File: src/rtl/wb_b3_burst_master.sv
// Wishbone B3 incrementing-burst master: one request = 1..16 beats.
// Linear bursts (bte=00), cti 010/111, slave retry and error handling.
//
// Ports:
//   wb_clk_i, wb_rst_i          clock, sync active-high reset
//   req_i/req_adr_i/req_we_i/req_len_i/req_ready_o   request handshake
//   wr_dat_i/wr_sel_i/wr_ready_o write beat source (consumed on ack)
//   rd_dat_o/rd_valid_o         read beat sink
//   done_o/err_o                completion pulses
//   wb_*                        Wishbone B3 master port
module wb_b3_burst_master #(
  parameter int dw      = 32,
  parameter int aw      = 32,
  parameter int max_rty = 8
) (
  input  logic          wb_clk_i,
  input  logic          wb_rst_i,
  input  logic          req_i,
  input  logic [aw-1:0] req_adr_i,
  input  logic          req_we_i,
  input  logic [3:0]    req_len_i,
  output logic          req_ready_o,
  input  logic [dw-1:0] wr_dat_i,
  input  logic [3:0]    wr_sel_i,
  output logic          wr_ready_o,
  output logic [dw-1:0] rd_dat_o,
  output logic          rd_valid_o,
  output logic          done_o,
  output logic          err_o,
  output logic [aw-1:0] wb_adr_o,
  output logic [1:0]    wb_bte_o,
  output logic [2:0]    wb_cti_o,
  output logic          wb_cyc_o,
  output logic          wb_stb_o,
  output logic          wb_we_o,
  output logic [3:0]    wb_sel_o,
  output logic [dw-1:0] wb_dat_o,
  input  logic          wb_ack_i,
  input  logic          wb_err_i,
  input  logic          wb_rty_i,
  input  logic [dw-1:0] wb_dat_i
);

  localparam int RW = $clog2(max_rty + 1);

  localparam logic [1:0] S_IDLE  = 2'd0;
  localparam logic [1:0] S_BURST = 2'd1;
  localparam logic [1:0] S_RETRY = 2'd2;

  localparam logic [2:0] CTI_INC = 3'b010;
  localparam logic [2:0] CTI_END = 3'b111;

  logic [1:0]    r_state;
  logic [aw-1:0] r_adr;
  logic          r_we;
  logic [4:0]    r_cnt;
  logic [2:0]    r_cti;
  logic [RW-1:0] r_rty;
  logic [dw-1:0] r_rd_dat;
  logic          r_rd_valid;
  logic          r_done;
  logic          r_err;

  wire w_run   = ~wb_rst_i;
  wire w_idle  = (r_state == S_IDLE);
  wire w_burst = (r_state == S_BURST);
  wire w_last  = (r_cnt == 5'd1);
  wire w_rmax  = (r_rty == RW'(max_rty));
  // Retry budget exhausted: the next retry is escalated to an error.
  wire w_fail  = wb_err_i | (wb_rty_i & ~wb_ack_i & w_rmax);
  wire w_unused = &{1'b0, req_adr_i[1:0]};

  always_ff @(posedge wb_clk_i) begin
    if (wb_rst_i) begin
      r_state    <= S_IDLE;
      r_adr      <= '0;
      r_we       <= 1'b0;
      r_cnt      <= '0;
      r_cti      <= '0;
      r_rty      <= '0;
      r_rd_dat   <= '0;
      r_rd_valid <= 1'b0;
      r_done     <= 1'b0;
      r_err      <= 1'b0;
    end else begin
      r_rd_valid <= 1'b0;
      r_done     <= 1'b0;
      r_err      <= 1'b0;
      case (r_state)
        S_IDLE: begin
          if (req_i) begin
            r_adr   <= {req_adr_i[aw-1:2], 2'b00};
            r_we    <= req_we_i;
            r_cnt   <= {1'b0, req_len_i} + 5'd1;
            r_cti   <= (req_len_i == 4'd0) ? CTI_END : CTI_INC;
            r_rty   <= '0;
            r_state <= S_BURST;
          end
        end
        S_BURST: begin
          if (w_fail) begin
            r_err   <= 1'b1;
            r_state <= S_IDLE;
          end else if (wb_ack_i) begin
            r_rty <= '0;
            if (!r_we) begin
              r_rd_dat   <= wb_dat_i;
              r_rd_valid <= 1'b1;
            end
            if (w_last) begin
              r_done  <= 1'b1;
              r_state <= S_IDLE;
            end else begin
              r_adr <= r_adr + aw'(4);
              r_cnt <= r_cnt - 5'd1;
              r_cti <= (r_cnt == 5'd2) ? CTI_END : CTI_INC;
            end
          end else if (wb_rty_i) begin
            r_rty   <= r_rty + RW'(1);
            r_state <= S_RETRY;
          end
        end
        S_RETRY: r_state <= S_BURST;
        default: r_state <= S_IDLE;
      endcase
    end
  end

  // Every output is forced low while reset is held.
  assign req_ready_o = w_run & w_idle & ~w_unused;
  assign wr_ready_o  = w_run & wb_ack_i & r_we & w_burst;
  assign rd_dat_o    = w_run ? r_rd_dat : '0;
  assign rd_valid_o  = w_run & r_rd_valid;
  assign done_o      = w_run & r_done;
  assign err_o       = w_run & r_err;
  assign wb_adr_o    = w_run ? r_adr : '0;
  assign wb_bte_o    = 2'b00;
  assign wb_cti_o    = w_run ? r_cti : '0;
  assign wb_cyc_o    = w_run & w_burst;
  assign wb_stb_o    = w_run & w_burst;
  assign wb_we_o     = w_run & r_we;
  assign wb_sel_o    = ~w_run ? 4'h0 : (r_we ? wr_sel_i : 4'hF);
  assign wb_dat_o    = w_run ? wr_dat_i : '0;

endmodule

File: config.mk
export PLATFORM = sky130hd
export DESIGN_NAME = wb_b3_burst_master
export DESIGN_NICKNAME = d
export VERILOG_FILES = /design/src/rtl/wb_b3_burst_master.sv
export SDC_FILE = /design/constraint.sdc
export NUM_CORES = 1
export LEC_CHECK = 0
export ABC_AREA = 1
export BUFFER_PORTS_ARGS = -buffer_cell sky130_fd_sc_hd__clkbuf_2
export CAP_MARGIN = 20
export CELL_PAD_IN_SITES_DETAIL_PLACEMENT = 1
export CELL_PAD_IN_SITES_GLOBAL_PLACEMENT = 2
export CORE_MARGIN = 1.5
export CORE_UTILIZATION = 23
export CTS_CLUSTER_SIZE = 8
export DETAILED_ROUTE_END_ITERATION = 7
export GPL_TIMING_DRIVEN = 0
export PLACE_DENSITY_LB_ADDON = 0.1
export SLEW_MARGIN = 20
export SYNTH_ARGS = -nofsm -noshare
export SYNTH_HDL_FRONTEND = slang
export SYNTH_SLANG_ARGS = --single-unit
File: constraint.sdc
create_clock -name wb_clk_i -period 1.69 [get_ports wb_clk_i]
set_input_delay 0.0845 -clock wb_clk_i [delete_from_list [all_inputs] [get_ports wb_clk_i]]
set_output_delay 0.0845 -clock wb_clk_i [all_outputs]
set_load 0.02 [all_outputs]
## After elaboration in Yosys (flattened, before gate mapping)

Index checks and enable logic that the tools add are counted.

- Add/subtract/negate cells: 4
- Equal/unequal tests: 12
- Multiplexer cells: 37
- Bitwise gates (word level): 17
- Reductions and logical operators: 10

Operators by type and width:

| kind | count |
|---|---|
| $mux 32 | 7 |
| $pmux 32 s2 | 1 |
| $add 32x3->32 const B | 1 |
| $mux 4 | 6 |
| $mux 3 | 7 |
| $mux 5 | 4 |
| $and 1x1->1 | 11 |
| $mux 2 | 5 |
| $pmux 5 s2 | 1 |
| $ne 2x2->1 const B | 4 |
| $pmux 4 s2 | 1 |
| $reduce_and 4->1 | 2 |
| $pmux 2 s3 | 1 |
| $pmux 3 s2 | 1 |
| $add 4x1->5 const B | 1 |
| $eq 5x1->1 const B | 1 |
| $eq 5x2->1 const B | 1 |
| $not 1->1 | 5 |
| $reduce_and 5->1 | 1 |
| $sub 5x1->5 const B | 1 |
| $add 4x1->4 const B | 1 |
| $eq 4x4->1 const B | 1 |
| $logic_not 4->1 | 1 |
| $ne 4x2->1 const B | 1 |
| other kinds (12) | 14 |

- Bits in registers: 82
- Output and inout bits: 113

## Depth between registers and ports, before layout

- Depth in word-level cells: 6
- Depth in mapped cells: 12

## Worst setup path before layout

OpenSTA, ideal clock, no wires.

- Kind: register to register
- From: register r_state[0]
- To: register r_adr[28]
- Arrival: 1.423 ns
- Required time: 1.631 ns
- Slack: 0.209 ns
- Stages on the path, launching flop included: 13
- Period minus slack after synthesis: 1.481 ns
- Path through: dfxtp_1 inv_2 nor2_4 nand2_2 nor2_2 nand2_2 nand2_2 buf_4 nand2_4 buf_6 nor2_1 nand2_1 nand2_1

- Longest elaborated chain between the ends: 3

RTL lines:

| element | line | source |
|---|---|---|
| from (decl) | 53 | `logic [1:0] r_state;` |
| from (signal assigned) | 75 | `r_state <= S_IDLE;` |
| from (signal assigned) | 97 | `r_state <= S_BURST;` |
| from (signal assigned) | 103 | `r_state <= S_IDLE;` |
| $eq 2x1->1 / $logic_not 2->1 (equally long branches) | 89 | `case (r_state)` |
| $ne 2x2->1 (no line) / $reduce_bool 2->1 (equally long branches) | -- |  |
| $reduce_and 5->1 (no line) | -- |  |
| to (signal assigned) | 92 | `r_adr <= {req_adr_i[aw-1:2], 2'b00};` |
| to (signal assigned) | 114 | `r_adr <= r_adr + aw'(4);` |
| to (decl) | 54 | `logic [aw-1:0] r_adr;` |

Parallel ways exist; a longest one is shown, timed or not.
A chain may end at the register's enable or synchronous reset.

## Final worst setup path

- From: register r_state[0]
- To: register r_cnt[4]

- Longest elaborated chain between the ends: 3

RTL lines:

| element | line | source |
|---|---|---|
| $eq 2x1->1 / $logic_not 2->1 (equally long branches) | 89 |  |
| $ne 2x2->1 (no line) / $reduce_bool 2->1 (equally long branches) | -- |  |
| $reduce_and 5->1 (no line) | -- |  |
| to (signal assigned) | 94 | `r_cnt <= {1'b0, req_len_i} + 5'd1;` |
| to (signal assigned) | 115 | `r_cnt <= r_cnt - 5'd1;` |
| to (decl) | 56 | `logic [4:0] r_cnt;` |

Parallel ways exist; a longest one is shown, timed or not.

==> results by group <==
Timing
  – Timing-limited maximum frequency: between 600 and 700 MHz
  – Setup Skew: roughly 0.0095 ns
  – Final Hold Viols: 0
  – RSZ-0062 raised after global routing: yes
  – WHS: around 0.033 ns
  – Setup WS post-layout: 0.0557 ns
  – Final setup violation count: 0
  – TNS Setup: 0 ns
  – Min Tclk post-route: ~1.6 ns
  – Slew headroom: 0.530
  – Final Max Slew Viols: 0
  – Worst-margin pin slew: between 0.7 and 0.8 ns
  – Final period utilization: 0.967

Worst setup path
  – Worst r2r src: r_state[0]$_SDFFE_PP0P_
  – Crit-path most repeated cell: nand2_4
  – Buffers plus inverters on the worst setup path: 3
  – Critical path class: reg2reg
  – Critical path launch point type: register
  – WP data arrival: 1.87 ns
  – RR Endpoint: r_cnt[4]$_SDFFE_PP0P_
  – Worst Path Required: a little under 2 ns
  – Crit Path Max Fanout: 5
  – R2R setup slack: ~0.056 ns
  – CP Cell Sequence: inv_2 > nor2_4 > nand2_4 > nor2_4 > nand2_4 > nand2_4 > clkinvlp_4 > clkbuf_16 > nor2_2 > nor2_1
  – Reg2Reg Depth: 10
  – Worst path top cell family by delay: simple AND/OR/NAND/NOR gates
  – Critical path endpoint category: register
  – CP max stage delay: between 0.3 and 0.4 ns
  – CP max-delay cell: dfxtp_2

Synth
  – Post-synth design cell area: 0.00496 mm²
  – Fraction of registers with async set/reset: 0
  – Register bit count reported by yosys: 79
  – Cell type with the largest total area after synthesis: dfxtp_1
  – Number of synthesized flops with an enable pin: 0
  – Post-synthesis cell type count: 29
  – Yosys warning total: 0
  – Average instance area after synthesis: roughly 5.8 µm²
  – Synthesized instance count: between 800 and 900
  – Predominant post-synthesis flop cell: dfxtp_1
  – Share of the synthesized area in the top cell type: 0.319
  – Top cells by area, synth: dfxtp_1 (32%), nor2_1 (16%), nand2_1 (13%)
  – Register area share after synthesis: 0.319

Drt
  – Vias: around 6100
  – Detailed Route WL: 20800 µm
  – Routed WL per cell: ~15 µm
  – Pre-antenna DRT Iters: 4
  – Detailed Route Iter0 Violations: just under 200
  – Final ANT Viol Nets: 0
  – Via density: 4.31
  – Remaining DRCs: 0

Die
  – Site Rows: 53
  – Die Wd: between 100 and 150 µm
  – Die area: 0.0224 mm²
  – Core area: 0.0211 mm²
  – Die Ht: around 150 µm
  – Top Ports: roughly 220
  – Initial Util: 0.235

Clocking
  – Clock sink total: 79
  – H-tree depth: 3
  – CTS tree: done
  – Cts bufs inserted: 9
  – Root Driver: clkbuf_16
  – Clock buffer depth: 2
  – Worst-path clk slew: ~0.070 ns
  – Later-pin clock latency in the skew report: between 0.3 and 0.4 ns

Final layout
  – Layout cell share with drive strength beyond 1: 0.287
  – Cell Count, Final, Fillers Out: ~1400
  – Nets@finish: roughly 1300
  – Synth-to-layout area growth: 50.5%
  – Commonest non-fill, non-tap cell in the layout: clkbuf_2
  – Multi-input gate area: about 0.0027 mm²
  – Most frequent cells in the layout: clkbuf_2 (230), nor2_1 (191), inv_1 (165), nand2_1 (163), dfxtp_1 (71)
  – Reg area: between 0.0015 and 0.002 mm²
  – Filler instances: around 2900
  – Final Core Density: 0.354

Min path
  – Worst min-delay path startpoint: req_we_i
  – Hold EP: r_we$_SDFFE_PP0P_
  – HP Class: in2reg
  – Hold Path Stages: 3

Placement
  – Port buffer count: ~220
  – Post-place setup slack: -0.799 ns
  – Placer Congestion: slightly below 0.8
  – DP Wirelength: around 16000 µm
  – Post-Place Cells: 1352

GRT
  – Initial antenna violation count: 1
  – Largest net degree at the start of global routing: 15
  – Vias in the first global route: 5948
  – Grt ovf: 0
  – GRT Util Overall: 0.186
  – Global-route wire length before repair: 32200 µm

Job
  – Max Cap Viol: 0

Status
  – Outcome: complete, no violations

Pwr
  – Power density of the placed cells: ~780 mW/mm²
  – LEAKAGE: 3.90 nW
  – VDD IR max: 472 µV
-- metrics by stage --
stage / cell area [µm²] / total power, W
final: 7460 / 0.00581
after global routing: 7460 / 0.00616
after CTS: 7220 / 0.00583
after detailed placement: 6400 / 0.00345
after global placement: 6400 / 0.00344
after floorplan: 4970 / 0.00292
-- cells by family (layout without fill, tap and decap cells) --
kind of cell               after synthesis  in the layout  synth area share
other                                    1              5          0.000756
buffers and inverters                  208            487             0.166
muxes                                    1              1           0.00202
and+or+nand+nor                        454            454             0.369
AOI/OAI and AO/OA                      100            100             0.113
DFF                                     79             79             0.319
adders and majority gates                8              8            0.0202
xor gates and xnor gates                 6              6            0.0106
-- worst min-delay path, cell delays in order --
cell and delay, ns:
clkbuf_2 0.08, o21ai_0 0.07, a21oi_1 0.11
-- power breakdown --
group | internal [W] | switching [W] | total [W] | leakage (nW)
Sequential | 0.00200 | 0.000132 | 0.00214 | 0.650
Combinational | 0.000563 | 0.000885 | 0.00145 | 3.09
Clock | 0.00134 | 0.000884 | 0.00223 | 0.159
-- state kept, by name (all words and copies together), names as in the netlist --
name        count
r_rty           4
r_cti           2
r_err           1
r_cnt           5
r_we            1
r_adr          30
r_rd_dat       32
r_rd_valid      1
r_state         2
r_done          1
-- per-layer routing --
metal | part of all wire | global-route usage | vias up | routed length [µm]
li1 | - | - | 3164 | -
met1 | 0.46 | 0.238 | 2747 | 9540
met2 | 0.46 | 0.312 | 161 | 9690
met3 | 0.065 | 0.0466 | 19 | 1360
met4 | 0.012 | 0.0456 | 2 | 243
met5 | 0.00062 | 0 | - | 13
-- cell type report --
class / count / area share
flip-flops and latches: 79 / 0.213
plain buffers: 41 / 0.0386
inverters: 167 / 0.0845
diodes: 1 / 0.000335
repair buffers: 263 / 0.207
well taps: 275 / 0.0461
multi-input cells: 573 / 0.366
clock buffers: 10 / 0.0320
clock inverters: 6 / 0.0126
-- worst max-delay path by stage --
| stage | slack (ns) | startpoint | end | depth (start not counted) |
|---|---|---|---|---|
| 2_1_floorplan | 0.21 | r_state[0]$_SDFFE_PP0P_ | r_adr[28]$_SDFFE_PP0P_ | 12 |
| 4_1_cts | 0.003 | r_state[0]$_SDFFE_PP0P_ | r_adr[27]$_SDFFE_PP0P_ | 12 |
| 6_report | 0.06 | r_state[0]$_SDFFE_PP0P_ | r_cnt[4]$_SDFFE_PP0P_ | 10 |
| 3_3_place_gp | -0.80 | wb_rst_i | wb_cti_o[2] | 7 |
| 5_1_grt | -0.06 | r_state[0]$_SDFFE_PP0P_ | r_cnt[4]$_SDFFE_PP0P_ | 10 |
| 3_5_place_dp | -0.80 | wb_rst_i | wb_cti_o[2] | 7 |
-- cell usage after synthesis, types with 5 or more instances --
cell      count
nand3_1      53
xor2_1        5
o21ai_1       7
nor2_1      213
ha_1          8
o21ai_0      31
dfxtp_1      79
a21oi_1      23
buf_4         8
clkbuf_1     24
o22ai_1      32
inv_1       166
nand4_1       5
a22oi_1       7
nand2_1     168
-- timing repair --
item,4_1_cts,5_1_grt
pin swaps,1,4
gates cloned,0,2
hold endpoints to repair,33,0
endpoints found under the setup margin,133,78
buffers inserted,4,7
gates resized for setup,43,59
hold buffers,33,0
No activity file was read; power rests on OpenSTA's default activity.
